**src/rtl/p_id_operand_stage.sv**
```systemverilog
// p_id_operand_stage
//   Decode-stage operand resolution and ID/EX output latch.
//   Each source operand comes from one of: the alternate value (immediate/PC),
//   hardwired zero for x0, the youngest matching forwarding port, or the
//   register file. A loading forward match on a needed operand is a load-use
//   hazard: the stage refuses the instruction and counts the stall cycle.
//
// Ports
//   clk_in, rst_n_in            clock, async active-low reset
//   rdy_in                      global pause (0 freezes every register)
//   flush_in                    empties the output latch
//   in_*                        decoded instruction, valid/ready handshake
//   rf_raddr*/rf_rdata*         register-file read port (same-cycle data)
//   fwd_*                       NFWD forwarding ports, slice 0 = youngest
//   out_*                       ID/EX latch, valid/ready handshake
//   hazard, stall_cnt           load-use stall flag and saturating counter
module p_id_operand_stage #(
  parameter int XLEN  = 32,
  parameter int AW    = 5,
  parameter int NFWD  = 2,
  parameter int TAG_W = 8,
  parameter int CNT_W = 16
) (
  input  logic                 clk_in,
  input  logic                 rst_n_in,
  input  logic                 rdy_in,
  input  logic                 flush_in,
  input  logic                 in_valid,
  output logic                 in_ready,
  input  logic [XLEN-1:0]      in_pc,
  input  logic [TAG_W-1:0]     in_tag,
  input  logic                 in_re1,
  input  logic                 in_re2,
  input  logic [AW-1:0]        in_addr1,
  input  logic [AW-1:0]        in_addr2,
  input  logic [XLEN-1:0]      in_alt1,
  input  logic [XLEN-1:0]      in_alt2,
  input  logic                 in_we,
  input  logic [AW-1:0]        in_waddr,
  output logic [AW-1:0]        rf_raddr1,
  output logic [AW-1:0]        rf_raddr2,
  input  logic [XLEN-1:0]      rf_rdata1,
  input  logic [XLEN-1:0]      rf_rdata2,
  input  logic [NFWD-1:0]      fwd_we,
  input  logic [NFWD*AW-1:0]   fwd_waddr,
  input  logic [NFWD*XLEN-1:0] fwd_wdata,
  input  logic [NFWD-1:0]      fwd_loading,
  output logic                 out_valid,
  input  logic                 out_ready,
  output logic [XLEN-1:0]      out_pc,
  output logic [TAG_W-1:0]     out_tag,
  output logic [XLEN-1:0]      out_op1,
  output logic [XLEN-1:0]      out_op2,
  output logic                 out_we,
  output logic [AW-1:0]        out_waddr,
  output logic                 hazard,
  output logic [CNT_W-1:0]     stall_cnt
);

  logic [XLEN-1:0] op1, op2;
  logic            pend1, pend2;
  logic            xfer;

  // Returns {pending, value}. Ports are scanned oldest to youngest so the
  // youngest match overwrites; x0 and alternate selection override last.
  function automatic logic [XLEN:0] resolve(
    input logic                 re,
    input logic [AW-1:0]        addr,
    input logic [XLEN-1:0]      alt,
    input logic [XLEN-1:0]      rdata,
    input logic [NFWD-1:0]      f_we,
    input logic [NFWD*AW-1:0]   f_waddr,
    input logic [NFWD*XLEN-1:0] f_wdata,
    input logic [NFWD-1:0]      f_loading
  );
    logic [XLEN-1:0] val;
    logic            pend;
    val  = rdata;
    pend = 1'b0;
    for (int k = NFWD - 1; k >= 0; k--) begin
      if ((f_we[k] || f_loading[k]) && (f_waddr[k*AW +: AW] == addr)) begin
        val  = f_wdata[k*XLEN +: XLEN];
        pend = f_loading[k];
      end
    end
    if (addr == '0) begin
      val  = '0;
      pend = 1'b0;
    end
    if (!re) begin
      val  = alt;
      pend = 1'b0;
    end
    return {pend, val};
  endfunction

  assign rf_raddr1 = in_addr1;
  assign rf_raddr2 = in_addr2;

  always_comb begin
    {pend1, op1} = resolve(in_re1, in_addr1, in_alt1, rf_rdata1,
                           fwd_we, fwd_waddr, fwd_wdata, fwd_loading);
    {pend2, op2} = resolve(in_re2, in_addr2, in_alt2, rf_rdata2,
                           fwd_we, fwd_waddr, fwd_wdata, fwd_loading);
  end

  assign hazard   = in_valid && (pend1 || pend2);
  assign in_ready = rdy_in && !flush_in && !hazard && (!out_valid || out_ready);
  assign xfer     = in_valid && in_ready;

  always_ff @(posedge clk_in or negedge rst_n_in) begin
    if (!rst_n_in) begin
      out_valid <= 1'b0;
      out_pc    <= '0;
      out_tag   <= '0;
      out_op1   <= '0;
      out_op2   <= '0;
      out_we    <= 1'b0;
      out_waddr <= '0;
      stall_cnt <= '0;
    end else if (rdy_in) begin
      if (hazard && (stall_cnt != '1))
        stall_cnt <= stall_cnt + 1'b1;
      if (flush_in) begin
        out_valid <= 1'b0;
      end else if (xfer) begin
        out_valid <= 1'b1;
        out_pc    <= in_pc;
        out_tag   <= in_tag;
        out_op1   <= op1;
        out_op2   <= op2;
        out_we    <= in_we;
        out_waddr <= in_waddr;
      end else if (out_ready) begin
        out_valid <= 1'b0;
      end
    end
  end

endmodule

```
**config.mk**
```make
export PLATFORM = sky130hd
export DESIGN_NAME = p_id_operand_stage
export DESIGN_NICKNAME = d
export VERILOG_FILES = /design/src/rtl/p_id_operand_stage.sv
export SDC_FILE = /design/constraint.sdc
export NUM_CORES = 1
export LEC_CHECK = 0
export ABC_AREA = 1
export ABC_CLOCK_PERIOD_IN_PS = 3000
export CAP_MARGIN = 5
export CORE_MARGIN = 2
export CORE_UTILIZATION = 27
export DETAILED_ROUTE_END_ITERATION = 10
export SLEW_MARGIN = 20
export SYNTH_ARGS = -nofsm -noshare
export SYNTH_HDL_FRONTEND = slang
export SYNTH_SLANG_ARGS = --single-unit
```
**constraint.sdc**
```tcl
create_clock -name clk_in -period 3 [get_ports clk_in]
set_input_delay 0.6 -clock clk_in [delete_from_list [all_inputs] [get_ports clk_in]]
set_output_delay 0.6 -clock clk_in [all_outputs]
set_load 0.005 [all_outputs]
```
==> out/metrics.csv, run 1 <==
stage,metric,value,unit
pwr,total_power,6.59,mW
clock_network,path_clk_slew,70,ps
timing,max_freq,344,MHz
synthesis,synth_nets,1590,
layout,final_common_cell,nand2_1,
detailed_routing,drt_iter0_drc,942,
timing,period_minus_slack,2900,ps
pwr,powerDensity,479,nW/um^2
grt,antenna_found_initial,9,
grt,grt_start_max_net_pins,129,
timing,worstMarginPinSlew,652,ps
floorplanning,rows,65,
setup_path,arrival,2300,ps
clock_network,cts-htree-levels,4,
worst_hold_path,hold_class,in -> async,
floorplanning,ios,409,
clock_network,cts_buffers,17,
synthesis,synth.distinct_cells,26,
placement,dpl.hpwl,31000,um
detailed_routing,post_drt_wl_per_cell,20.4,um
grt,grt_pass1_wl,64500,um
setup_path,rr_worst_depth,6,
synthesis,netlist.area_leader.share,0.371,
layout,area_growth,60.5,%
floorplanning,coreArea,31400,um^2
synthesis,syn_inst,1319,
clock_network,cts_buffer_depth,2,
setup_path,r2r_end,out_pc[9]$_DFFE_PN0P_,
pwr,p_sw_frac,0.330,
clock_network,postCtsHoldBufs,0,
pwr,combPwrFrac,0.333,
timing,fin_worst_skew,12.1,ps
setup_path,cp_max_fo,3,
timing,fin_ws,96.3,ps
floorplanning,die_y,182,um
clock_network,root_buffer,clkbuf_16,
setup_path,crit_start,fwd_loading[0],
detailed_routing,via_per_inst,5.03,
synthesis,synth.area.top_cells,"dfrtp_1 (37%), nand2_1 (25%), nand4_1 (14%), nor2_1 (6.5%), nand3_1 (4.5%)",
placement,io_buffer_count,408,
layout,final_cell_mix,"nand2_1 (569), clkdlybuf4s50_1 (384), nand4_1 (193)",
setup_path,end_kind,output port,
synthesis,synth-adder-area-share,0.00146,
clock_network,numClockSinks,127,
pwr,power.clock.fraction,0.327,
detailed_routing,drc,0,
synthesis,synth_top_family_by_area,simple AND/OR/NAND/NOR gates,
run,maxCapViolCount,0,
grt,grt_pass1_vias,10469,
synthesis,synthSimpleGateAreaFrac,0.519,
timing,drv_slew,0,
timing,final.period_utilization,0.968,
layout,nets,1959,
detailed_routing,wl,43100,um
floorplanning,dieArea,33200,um^2
synthesis,yosysSeqAreaShare,0.371,
pwr,seqPwrFrac,0.340,
clock_network,clk-insertion-delay-late,420,ps
setup_path,path_class,in -> out,
pwr,power_leakage,6.69,nW
timing,holdWs,115,ps
detailed_routing,vias,10625,
synthesis,syn-mean-instance-area,6.49,um^2
setup_path,cp.required,2400,ps
placement,gp_congestion,0.948,
layout,drive_gt1_frac,0.0758,
synthesis,syn_area,8570,um^2
setup_path,rrSetupSlack,890,ps
grt,grt_use_total,0.256,
detailed_routing,drtAntennaViolNets,0,
synthesis,synthMuxAreaShare,0,
synthesis,ys_seq_elements,127,
timing,finalSetupViolCount,0,
setup_path,reg2reg_from,out_valid$_DFFE_PN0P_,
synthesis,yosys_warnings,0,
synthesis,synth_compound_area_frac,0.00789,
pwr,p_sw,2.18,mW
outcome,status,"finished, final reports clean",
detailed_routing,first_pass_iters,5,
clock_network,cts_tree,yes,
setup_path,endpoint,hazard,
setup_path,worstSetupStartpointType,primary input,
placement,dp_slack,-421,ps
floorplanning,die_w,182,um
pwr,internal_power,4.41,mW
timing,setup-tns-final,0,ps
timing,slew_headroom,0.566,
synthesis,synth_xor_area_frac,0.0143,
grt,grt_overflow_total,0,
synthesis,yosys.area.top_type,dfrtp_1,
timing,hold_viol_final,0,
floorplanning,start_util,0.273,
pwr,vdd_drop_max,0.000330,V
==> worst min path at each step <==
stage,from,end,slack (ps),depth (start not counted)
finish,rst_n_in,out_pc[19]$_DFFE_PN0P_,110,1
global route,rst_n_in,out_pc[19]$_DFFE_PN0P_,130,1
CTS,rst_n_in,out_pc[19]$_DFFE_PN0P_,120,1
detailed placement,out_pc[5]$_DFFE_PN0P_,out_pc[5]$_DFFE_PN0P_,460,2
global placement,out_pc[17]$_DFFE_PN0P_,out_pc[17]$_DFFE_PN0P_,460,2
floorplan,rst_n_in,out_op1[0]$_DFFE_PN0P_,300,0
==> sequential cells by signal (all words and copies together), names as in the netlist <==
signal     flops
out_op2       32
out_valid      1
stall_cnt     16
out_we         1
out_tag        8
out_op1       32
out_waddr      5
out_pc        32
==> per-stage QoR <==
step / utilization / cell area (um^2) / instances
after floorplan: - / 8570 / 1319
after global placement: 0.417 / 13100 / 2066
after CTS: 0.436 / 13700 / 2102
after detailed placement: 0.417 / 13100 / 2066
after global routing: 0.438 / 13700 / 2112
final: 0.438 / 13700 / 2112
==> worst max-delay path: stages <==
cell and delay (ps):
clkdlybuf4s50_1 470, inv_1 50, nand2_2 70, nand2_1 60
nor2_2 90, nand3_2 110, nor2_1 120, nor2_1 60
nand2_2 100, nand2_4 100, inv_4 60, nor2_1 30
buf_4 120, dlygate4sd2_1 260
==> layer usage <==
metal  track usage  share of wire  routed length [um]  vias to the layer above
met5             0              0                   0                        -
met4         0.110          0.038                1650                        0
met3        0.0593          0.080                3460                       81
met2         0.406           0.46               19800                      527
met1         0.334           0.42               18200                     4932
li1              -              -                   -                     5085
==> Yosys cell counts, drive strengths merged <==
library cell  number
inv               44
a211oi             1
a21boi             1
nand3             80
o31ai              1
xor2              11
clkbuf            58
o21ai              8
nand4            194
xnor2              3
dfrtp            127
ha                 1
buf               55
nor3               5
nor2             155
nand2            575
==> power groups by stage <==
stage,sequential (mW),clock (mW),combinational (mW)
after floorplan,2.28,0,0.722
after global placement,2.26,0,2.18
after detailed placement,2.27,0,2.19
after CTS,2.24,2.21,2.20
after global routing,2.28,2.28,2.38
final,2.24,2.15,2.19
==> cell type report <==
class                      instances  area, um^2
antenna                            9        22.5
clock buffer                      17         425
clock inverter                    15         169
fill                            3248       17600
inverter                          44         168
multi-input combinational       1035        4740
sequential                       127        3180
tap                              402         503
timing repair buffer             463        4540
==> what timing repair did <==
action | CTS | global route
pin swaps | 9 | 9
setup buffers | 4 | 1
endpoints found under the setup margin | 2 | 2
gates resized for setup | 33 | 7
==> logic make-up after synthesis <==
group | count (synthesis)
compound gates | 11
simple gates | 1009
fa+ha+maj | 1
xor+xnor | 14
buf+inv | 157
flops | 127
Note: power is estimated with default switching activity, not from simulation.
==> run 2, diff against run 1 <==
--- a/config.mk
+++ b/config.mk
@@ -11,6 +11,8 @@
 export CORE_MARGIN = 2
 export CORE_UTILIZATION = 27
 export DETAILED_ROUTE_END_ITERATION = 10
+export REMOVE_ABC_BUFFERS = 1
+export SETUP_SLACK_MARGIN = 0.15
 export SLEW_MARGIN = 20
 export SYNTH_ARGS = -nofsm -noshare
 export SYNTH_HDL_FRONTEND = slang
==> out/metrics.csv, run 2 (synthesis results as in run 1) <==
stage,metric,value,unit,change
layout,nets,1969,,+0.51%
setup_path,arrival,3130,ps,+830 ps
clock_network,cts-htree-levels,4,,unchanged
setup_path,path_class,in -> reg,,
timing,slew_headroom,0.547,,-0.0191
detailed_routing,drc,0,,unchanged
setup_path,end_kind,flop,,
detailed_routing,wl,42500,um,-1.3%
pwr,total_power,6.66,mW,+1.1%
detailed_routing,first_pass_iters,8,,+3
placement,dpl.hpwl,28200,um,-9.0%
timing,final.period_utilization,0.926,,-0.0424
grt,grt_start_max_net_pins,106,,-18%
layout,top_regs,"out_op1: 32 flops, out_op2: 32 flops, out_pc: 32 flops",,
clock_network,path_clk_slew,60,ps,about the same
layout,final_cell_mix,"nand2_1 (567), clkdlybuf4s50_1 (380), nand4_1 (193)",,
floorplanning,die_y,182,um,unchanged
pwr,vdd_drop_max,0.000276,V,-16%
floorplanning,dieArea,33200,um^2,unchanged
detailed_routing,via_per_inst,5.09,,+1.2%
floorplanning,start_util,0.273,,unchanged
setup_path,cp.required,3350,ps,+950 ps
floorplanning,coreArea,31400,um^2,unchanged
clock_network,clk-insertion-delay-late,420,ps,about the same
clock_network,numClockSinks,127,,unchanged
layout,fin_util,0.447,,+0.00881
grt,grt_pass1_vias,10745,,+2.6%
layout,antennaDiodeCount,0,,-9
layout,drive_gt1_frac,0.0847,,+0.00891
outcome,status,"finished, final reports clean",,
floorplanning,die_w,182,um,unchanged
timing,period_minus_slack,2780,ps,-127 ps
floorplanning,rows,65,,unchanged
clock_network,root_buffer,clkbuf_16,,
floorplanning,ios,409,,unchanged
setup_path,worstSetupStartpointType,primary input,,
grt,grt_pass1_wl,64100,um,-0.71%
run,maxCapViolCount,0,,unchanged
timing,worstMarginPinSlew,680,ps,+28.7 ps
clock_network,cts_tree,yes,,
detailed_routing,post_drt_wl_per_cell,20.1,um,-1.3%
worst_hold_path,hold_class,in -> async,,
clock_network,cts_buffers,17,,unchanged
timing,max_freq,360,MHz,+4.6%
clock_network,postCtsHoldBufs,0,,unchanged
layout,final_common_cell,nand2_1,,
pwr,powerDensity,475,nW/um^2,-0.85%
placement,io_buffer_count,408,,unchanged
detailed_routing,drtAntennaViolNets,0,,unchanged
timing,fin_worst_skew,8.09,ps,-4.00 ps
grt,antenna_found_initial,0,,-9
detailed_routing,drt_iter0_drc,678,,-28%
timing,hold_viol_final,0,,unchanged
layout,area_growth,63.7,%,
timing,rsz0062_at_grt,no,,
detailed_routing,vias,10759,,+1.3%
grt,grt_overflow_total,0,,unchanged
pwr,power_leakage,6.89,nW,+3.1%
clock_network,cts_buffer_depth,2,,unchanged
timing,drv_slew,0,,unchanged
grt,grt_use_total,0.250,,-0.00566
placement,gp_congestion,0.907,,-4.3%
timing,finalSetupViolCount,0,,unchanged
setup_path,cp_max_fo,7,,+4
layout,fill_cells,3138,,-3.4%
-- run 2: cell types whose count changed in the layout (fill, tap and decap cells not counted), sizes merged --
cell           previous run  this run
dlymetal6s2s              1        12
clkdlybuf4s15             0         1
clkinvlp                  3         1
clkinv                    1         6
inv                      54        48
buf                      58        67
clkdlybuf4s50           384       380
dlygate4sd2              20        10
diode                     9         0
bufinv                    1         2
clkbuf                   17        22
-- run 2: what timing repair did --
item                                   4_1_cts  5_1_grt
gates cloned                                 3        2
resized for setup                           30       29
pin swaps                                    6       11
endpoints found under the hold margin        0        0
setup endpoints to repair                    4      113
setup buffers                               10        6
-- run 2: area by class of cell --
class / count / area, um^2 / area share
Tap cell: 402 / 503 / 0.0359
Inverter: 44 / 168 / 0.0120
Clock inverter: 13 / 151 / 0.0108
Sequential cell: 127 / 3180 / 0.227
Timing Repair Buffer: 473 / 4800 / 0.342
Clock buffer: 19 / 453 / 0.0323
Multi-Input combinational cell: 1035 / 4770 / 0.340
-- run 2: report_power, final --
part | internal [mW] | total (mW) | switching (mW)
clock network | 1.29 | 2.17 | 0.889
logic | 1.21 | 2.25 | 1.04
registers | 2.04 | 2.24 | 0.201
-- run 2: final timing paths --
| path | start | endpoint | slack [ps] | cells past startpoint |
|---|---|---|---|---|
| setup / recovery | in_addr2[0] | out_op2[5]$_DFFE_PN0P_ | 220 | 19 |
| hold / removal | rst_n_in | stall_cnt[13]$_DFFE_PN0P_ | 170 | 1 |
| setup reg to reg | out_valid$_DFFE_PN0P_ | out_op2[5]$_DFFE_PN0P_ | 750 | 8 |
| hold reg to reg | out_tag[2]$_DFFE_PN0P_ | out_tag[2]$_DFFE_PN0P_ | 480 | 2 |
| max in group asynchronous | rst_n_in | out_waddr[0]$_DFFE_PN0P_ | 2050 | 2 |
| min in group clk_in | out_tag[2]$_DFFE_PN0P_ | out_tag[2]$_DFFE_PN0P_ | 480 | 2 |
-- run 2: critical path, cell delays in order --
cell and delay (ps):
dlygate4sd2_1 400, nor2_1 140, nor2_4 120, nand3_2 100
o21ai_2 160, nand2_2 100, buf_6 120, buf_4 120
buf_4 120, buf_4 120, buf_4 120, buf_4 120
buf_4 130, nand4_4 80, buf_12 160, buf_12 130
clkbuf_16 150, nand2_1 60, nand2_1 60
-- run 2: metrics by stage --
stage | setup TNS, ps | area, um^2 | instances | hold WS [ps] | worst slack, ps
2_1_floorplan | -766030 | 7990 | 1206 | 304 | -6840
3_3_place_gp | -15000 | 13100 | 2061 | 461 | -374
3_5_place_dp | -19040 | 13100 | 2061 | 464 | -430
4_1_cts | 0 | 13900 | 2106 | 196 | 115
5_1_grt | 0 | 14000 | 2113 | 201 | 155
6_report | 0 | 14000 | 2113 | 165 | 223
-- run 2: layer usage --
layer,vias up,track usage,part of all wire
li1,5100,-,-
met3,77,0.0435,0.070
met4,0,0.0700,0.023
met1,5077,0.323,0.42
met5,-,0,0
met2,505,0.430,0.48
